### src/rtl/apb4_regbank.sv
// rtl/apb4_regbank.sv - Parametrised APB4 slave with byte-strobed RW registers and hardware-fed RO registers
module apb4_regbank #(
    parameter int                    DATA_WIDTH  = 32,
    parameter int                    ADDR_WIDTH  = 16,
    parameter int                    NUM_REGS    = 16,
    parameter int                    ADDR_STRIDE = 64,
    parameter logic [ADDR_WIDTH-1:0] BASE_ADDR   = '0,
    parameter int                    WAIT_STATES = 0,
    parameter logic [NUM_REGS-1:0]   RO_MASK     = '0
) (
    input  logic                           PCLK,
    input  logic                           PRESETn,
    input  logic                           PSEL,
    input  logic                           PENABLE,
    input  logic                           PWRITE,
    input  logic [ADDR_WIDTH-1:0]          PADDR,
    input  logic [DATA_WIDTH-1:0]          PWDATA,
    input  logic [DATA_WIDTH/8-1:0]        PSTRB,
    output logic                           PREADY,
    output logic [DATA_WIDTH-1:0]          PRDATA,
    output logic                           PSLVERR,
    input  logic [NUM_REGS*DATA_WIDTH-1:0] hw_status_i,
    output logic [NUM_REGS*DATA_WIDTH-1:0] reg_q_o,
    output logic [NUM_REGS-1:0]            wr_pulse_o
);

    localparam int                    NB          = DATA_WIDTH / 8;
    localparam int                    SHIFT       = $clog2(ADDR_STRIDE);
    localparam logic [ADDR_WIDTH-1:0] STRIDE_MASK = ADDR_WIDTH'(ADDR_STRIDE - 1);
    localparam logic [3:0]            WS          = 4'(WAIT_STATES);

    typedef enum logic [1:0] {S_IDLE, S_WAIT, S_RESP} state_t;

    state_t                  state;
    logic [3:0]              cnt;
    logic [ADDR_WIDTH-1:0]   addr_q;
    logic                    wr_q;
    logic [DATA_WIDTH-1:0]   wdata_q;
    logic [NB-1:0]           strb_q;
    logic [DATA_WIDTH-1:0]   regs [NUM_REGS];

    logic [ADDR_WIDTH-1:0]   dec_addr;
    logic [ADDR_WIDTH-1:0]   off;
    logic [ADDR_WIDTH-1:0]   idx;
    logic                    dec_wr;
    logic                    misaligned;
    logic                    out_of_range;
    logic                    ro_hit;
    logic                    dec_err;
    logic [NUM_REGS-1:0]     sel;
    logic [DATA_WIDTH-1:0]   rd_value;
    logic                    access;
    logic                    commit;

    // In IDLE the decode looks at the live bus so a zero-wait transfer can register its response at the setup edge.
    assign dec_addr     = (state == S_IDLE) ? PADDR  : addr_q;
    assign dec_wr       = (state == S_IDLE) ? PWRITE : wr_q;
    assign off          = dec_addr - BASE_ADDR;
    assign idx          = off >> SHIFT;
    assign misaligned   = |(off & STRIDE_MASK);
    assign out_of_range = (idx >= ADDR_WIDTH'(NUM_REGS));

    always_comb begin
        sel      = '0;
        rd_value = '0;
        for (int i = 0; i < NUM_REGS; i++) begin
            if (!misaligned && idx == ADDR_WIDTH'(i)) begin
                sel[i]   = 1'b1;
                rd_value = RO_MASK[i] ? hw_status_i[i*DATA_WIDTH +: DATA_WIDTH] : regs[i];
            end
        end
    end

    assign ro_hit  = |(sel & RO_MASK);
    assign dec_err = misaligned | out_of_range | (dec_wr & ro_hit);
    assign access  = PSEL & PENABLE;
    assign commit  = (state == S_RESP) & access & wr_q & ~PSLVERR;

    always_ff @(posedge PCLK or negedge PRESETn) begin
        if (!PRESETn) begin
            state      <= S_IDLE;
            cnt        <= '0;
            addr_q     <= '0;
            wr_q       <= 1'b0;
            wdata_q    <= '0;
            strb_q     <= '0;
            PREADY     <= 1'b0;
            PRDATA     <= '0;
            PSLVERR    <= 1'b0;
            wr_pulse_o <= '0;
            for (int i = 0; i < NUM_REGS; i++) begin
                regs[i] <= '0;
            end
        end else begin
            PREADY     <= 1'b0;
            PRDATA     <= '0;
            PSLVERR    <= 1'b0;
            wr_pulse_o <= '0;
            case (state)
                S_IDLE: begin
                    if (PSEL && !PENABLE) begin
                        addr_q  <= PADDR;
                        wr_q    <= PWRITE;
                        wdata_q <= PWDATA;
                        strb_q  <= PSTRB;
                        if (WS == 4'd0) begin
                            state   <= S_RESP;
                            PREADY  <= 1'b1;
                            PSLVERR <= dec_err;
                            PRDATA  <= dec_err ? '0 : rd_value;
                        end else begin
                            state <= S_WAIT;
                            cnt   <= WS;
                        end
                    end
                end
                S_WAIT: begin
                    if (!access) begin
                        state <= S_IDLE;
                    end else if (cnt == 4'd1) begin
                        state   <= S_RESP;
                        PREADY  <= 1'b1;
                        PSLVERR <= dec_err;
                        PRDATA  <= dec_err ? '0 : rd_value;
                    end else begin
                        cnt <= cnt - 4'd1;
                    end
                end
                S_RESP: begin
                    state <= S_IDLE;
                    if (commit) begin
                        wr_pulse_o <= sel;
                        for (int i = 0; i < NUM_REGS; i++) begin
                            for (int b = 0; b < NB; b++) begin
                                if (sel[i] && strb_q[b]) begin
                                    regs[i][8*b +: 8] <= wdata_q[8*b +: 8];
                                end
                            end
                        end
                    end
                end
                default: state <= S_IDLE;
            endcase
        end
    end

    for (genvar i = 0; i < NUM_REGS; i++) begin : g_q
        assign reg_q_o[i*DATA_WIDTH +: DATA_WIDTH] = RO_MASK[i] ? '0 : regs[i];
    end

endmodule

### config.mk
export PLATFORM = sky130hd
export DESIGN_NAME = apb4_regbank
export DESIGN_NICKNAME = d
export VERILOG_FILES = /design/src/rtl/apb4_regbank.sv
export SDC_FILE = /design/constraint.sdc
export NUM_CORES = 1
export LEC_CHECK = 0
export BUFFER_PORTS_ARGS = -buffer_cell sky130_fd_sc_hd__buf_2
export CORE_AREA = 5 5 443 445
export CTS_CLUSTER_DIAMETER = 200
export DETAILED_ROUTE_END_ITERATION = 8
export DIE_AREA = 0 0 448 450
export PLACE_DENSITY_LB_ADDON = 0.15
export SLEW_MARGIN = 20
export SYNTH_ARGS = -nofsm -noshare
export SYNTH_HDL_FRONTEND = slang
export SYNTH_SLANG_ARGS = --single-unit
### constraint.sdc
create_clock -name PCLK -period 3.47 [get_ports PCLK]
set_clock_uncertainty 0.05 [all_clocks]
set_input_delay 0 -clock PCLK [delete_from_list [all_inputs] [get_ports PCLK]]
set_output_delay 0 -clock PCLK [all_outputs]
set_load 0.02 [all_outputs]
==> flow_summary.ini <==
[logic_synthesis]
synth.net_count = 2696
netlist_area_mm2 = 0.02715
synth_top_area_frac = 0.5677
ys.warnings.count = 0
synth_area_leaders = dfrtp_1 (57%), mux2_2 (23%), a21oi_1 (1.9%)
synth_edf_count = 0
ys_seq_area_frac = 0.5677
ys.flop_type = dfrtp_1
synthArstFlopShare = 1.000
ys_seq_elements = 616
synth_cell_types = 72
syn_area_per_cell_um2 = 12.76
yosysTopAreaCell = dfrtp_1
synth_cells = 2127

[sta]
fin_hold_ws_ps = 62.77
final_max_slew_viol_count = 0
tightest_slew_ps = 1228
timing.setup.tns_ps = 0
period_minus_slack_ps = 3417
period_share = 0.9847
setup_violations = 0
maxSlewHeadroom = 0.1817
hold_violations = 0
fmax_mhz = 292.7

[flow_run]
cap_violations = 0

[setup_path]
worst_path_largest_cell_delay_ps = 590
cp_max_fo = 18
path_cells = buf_12 > or4_1 > o22ai_4 > o21ai_4 > nor2_4 > buf_4 > a221oi_1 > o21ai_1 > buf_4 > a221oi_1 > or4_4 > a21oi_1
worstSetupEndpointType = flip-flop
critPathTopFamily = simple AND/OR/NAND/NOR gates
crit_slowest_cell = or4_4
r2r.worst_path.cells = 12
path_class = reg -> reg
crit_arrival_ps = 3960
critPathLaunchType = flip-flop
crit_buf_inv = 3
crit_cells = 12
crit_required_ps = 4010
crit_end = PRDATA[28]
worstReg2RegEnd = PRDATA[28]
cp-startpoint = state[1]
r2r-start = state[1]
reg2reg_setup_slack_ps = 50

[global_routing]
grt_pass1_wl_um = 255700
grt_overflow = 0
grt_max_degree = 90
grt_pass1_vias = 25125
grtUsageTotal = 0.1897
antenna_found_initial = 16

[routing]
dr.pass1.iters = 8
drc = 0
drt-initial-drc-count = 1475
routedWlPerCell_um = 33.76
routed_wl_um = 196200
vias = 23922
antenna_left = 0
drt-vias-per-instance = 4.117

[die]
die_y_um = 450
ios = 1131
dieArea_mm2 = 0.2016
coreArea_mm2 = 0.1918
chipWidth_um = 448
num_rows = 161
initial_core_util = 0.1416

[cells_and_area]
regArea_mm2 = 0.01541
fillers = 20966
multi_input_area_mm2 = 0.01158
drive_above_1_share = 0.5591
syn_to_final_growth_pct = 51.51
instances_no_fill = 5810
num-nets-final = 3777

[placed_design]
place_hpwl_um = 155000
port_buffers = 618
place_inst = 5546
place_congestion = 0.8113

[pwr]
peakVddDrop_mv = 0.2802
power_density_mw_per_mm2 = 439.7
p_leak_uw = 0.02058

[clocking]
cts_tree = yes
root_buffer = clkbuf_16
path_clk_slew_ps = 60
clk_latency_ps = 700
cts.sinks = 616
cts-htree-levels = 3
cts_buffers = 81
clk_path_buf_depth = 3

[status]
status = finished, final reports clean

[min_path]
hp-class = in -> reg
per-layer routing:
metal | vias to the layer above | global-route usage | part of all wire
met3 | 163 | 0.05664 | 0.073
li1 | 10201 | - | -
met4 | 0 | 0.05146 | 0.029
met5 | - | 0 | 0
met1 | 12694 | 0.2503 | 0.44
met2 | 864 | 0.3012 | 0.45
synth_stat cells, types with 6 or more instances:
cell	count
a31oi_1	22
a221oi_1	20
a222oi_1	14
buf_2	18
nand2_1	130
a2111oi_0	7
mux2_1	6
dfrtp_1	616
nor2_2	10
a22oi_1	53
buf_1	9
nor3_1	21
nand2_2	12
o32ai_1	12
clkbuf_1	95
a211oi_1	8
o221ai_1	25
a221o_1	7
a21oi_1	101
a22o_1	10
nor2_1	91
o21ai_0	101
nand3_1	26
o22ai_1	36
mux2_2	560
placed cells by master, fill, tap and decap left out, types with 19 or more instances in the layout:
| master | count |
|---|---|
| buf_2 | 617 |
| dfrtp_1 | 616 |
| mux2_2 | 559 |
| buf_4 | 337 |
| nand2_1 | 122 |
| a21oi_1 | 97 |
| o21ai_0 | 97 |
| dlygate4sd3_1 | 87 |
| nor2_1 | 86 |
| clkbuf_16 | 82 |
| buf_12 | 76 |
| a22oi_1 | 53 |
| o22ai_1 | 33 |
| nand3_1 | 25 |
| o221ai_1 | 25 |
| clkbuf_8 | 22 |
| a31oi_1 | 21 |
| nand2_2 | 19 |
worst register-to-register path, stage by stage (launching register included):
cell and delay [ps]:
dfrtp_1 410, buf_12 170, or4_1 580, o22ai_4 250
o21ai_4 140, nor2_4 180, buf_4 210, a221oi_1 90
o21ai_1 220, buf_4 170, a221oi_1 90, or4_4 590
a21oi_1 170
kinds of logic (layout without fill, tap and decap cells):
group / after synthesis / after routing / share of synthesized area
buf+inv: 133 / 1272 / 0.02101
mux: 571 / 571 / 0.2373
flops: 616 / 616 / 0.5677
simple gates: 346 / 346 / 0.06005
compound gates: 461 / 461 / 0.1139
other cells: 0 / 18 / 0
flip-flops by register name, summed over array words and instances (netlist names):
| signal | count |
|---|---|
| wr_q | 1 |
| PRDATA | 32 |
| wdata_q | 32 |
| PSLVERR | 1 |
| reg_q_o | 512 |
| addr_q | 16 |
| strb_q | 4 |
| state | 1 |
| PREADY | 1 |
| wr_pulse_o | 16 |
power by group:
group | total (uW) | switching [uW] | internal (uW)
Sequential | 7930 | 647 | 7280
Combinational | 1190 | 727 | 462
Clock | 8970 | 3640 | 5320
Total | 18100 | 5020 | 13100
layout make-up:
type | count | share of cell area
Timing Repair Buffer | 1129 | 0.1986
Tap cell | 2526 | 0.07683
Antenna cell | 18 | 0.001095
Sequential cell | 616 | 0.3747
Clock inverter | 23 | 0.008456
Multi-Input combinational cell | 1378 | 0.2816
Clock buffer | 118 | 0.05852
Inverter | 2 | 0.0001825
worst min-delay path by stage:
| stage | start | slack [ps] | depth (start not counted) | to |
|---|---|---|---|---|
| floorplan | PRESETn | -350 | 0 | PRDATA[0] |
| global placement | PRESETn | 20 | 1 | reg_q_o[417] |
| detailed placement | PRESETn | 7 | 1 | reg_q_o[417] |
| CTS | PWDATA[2] | 6 | 3 | wdata_q[2] |
| global route | PWDATA[2] | 20 | 3 | wdata_q[2] |
| finish | PWDATA[21] | 60 | 3 | wdata_q[21] |
what timing repair did:
item                                    CTS  global route
gates resized for setup                  53            26
pin swaps                                10            11
setup buffers                            13             5
endpoints found under the setup margin  275           219
hold buffers                             88             0
hold endpoints to repair                672             0
metrics by stage:
stage / util / setup slack, ps / area [um^2] / power [uW]
2_1_floorplan: - / 784.7 / 27150 / 8060
3_3_place_gp: 0.1926 / -716.4 / 36930 / 9168
3_5_place_dp: 0.1926 / -739.8 / 36930 / 9157
4_1_cts: 0.2134 / -7.344 / 40930 / 18460
5_1_grt: 0.2143 / -9.455 / 41100 / 18770
6_report: 0.2145 / 52.95 / 41140 / 18090
Power figures use the tool's default switching activity.
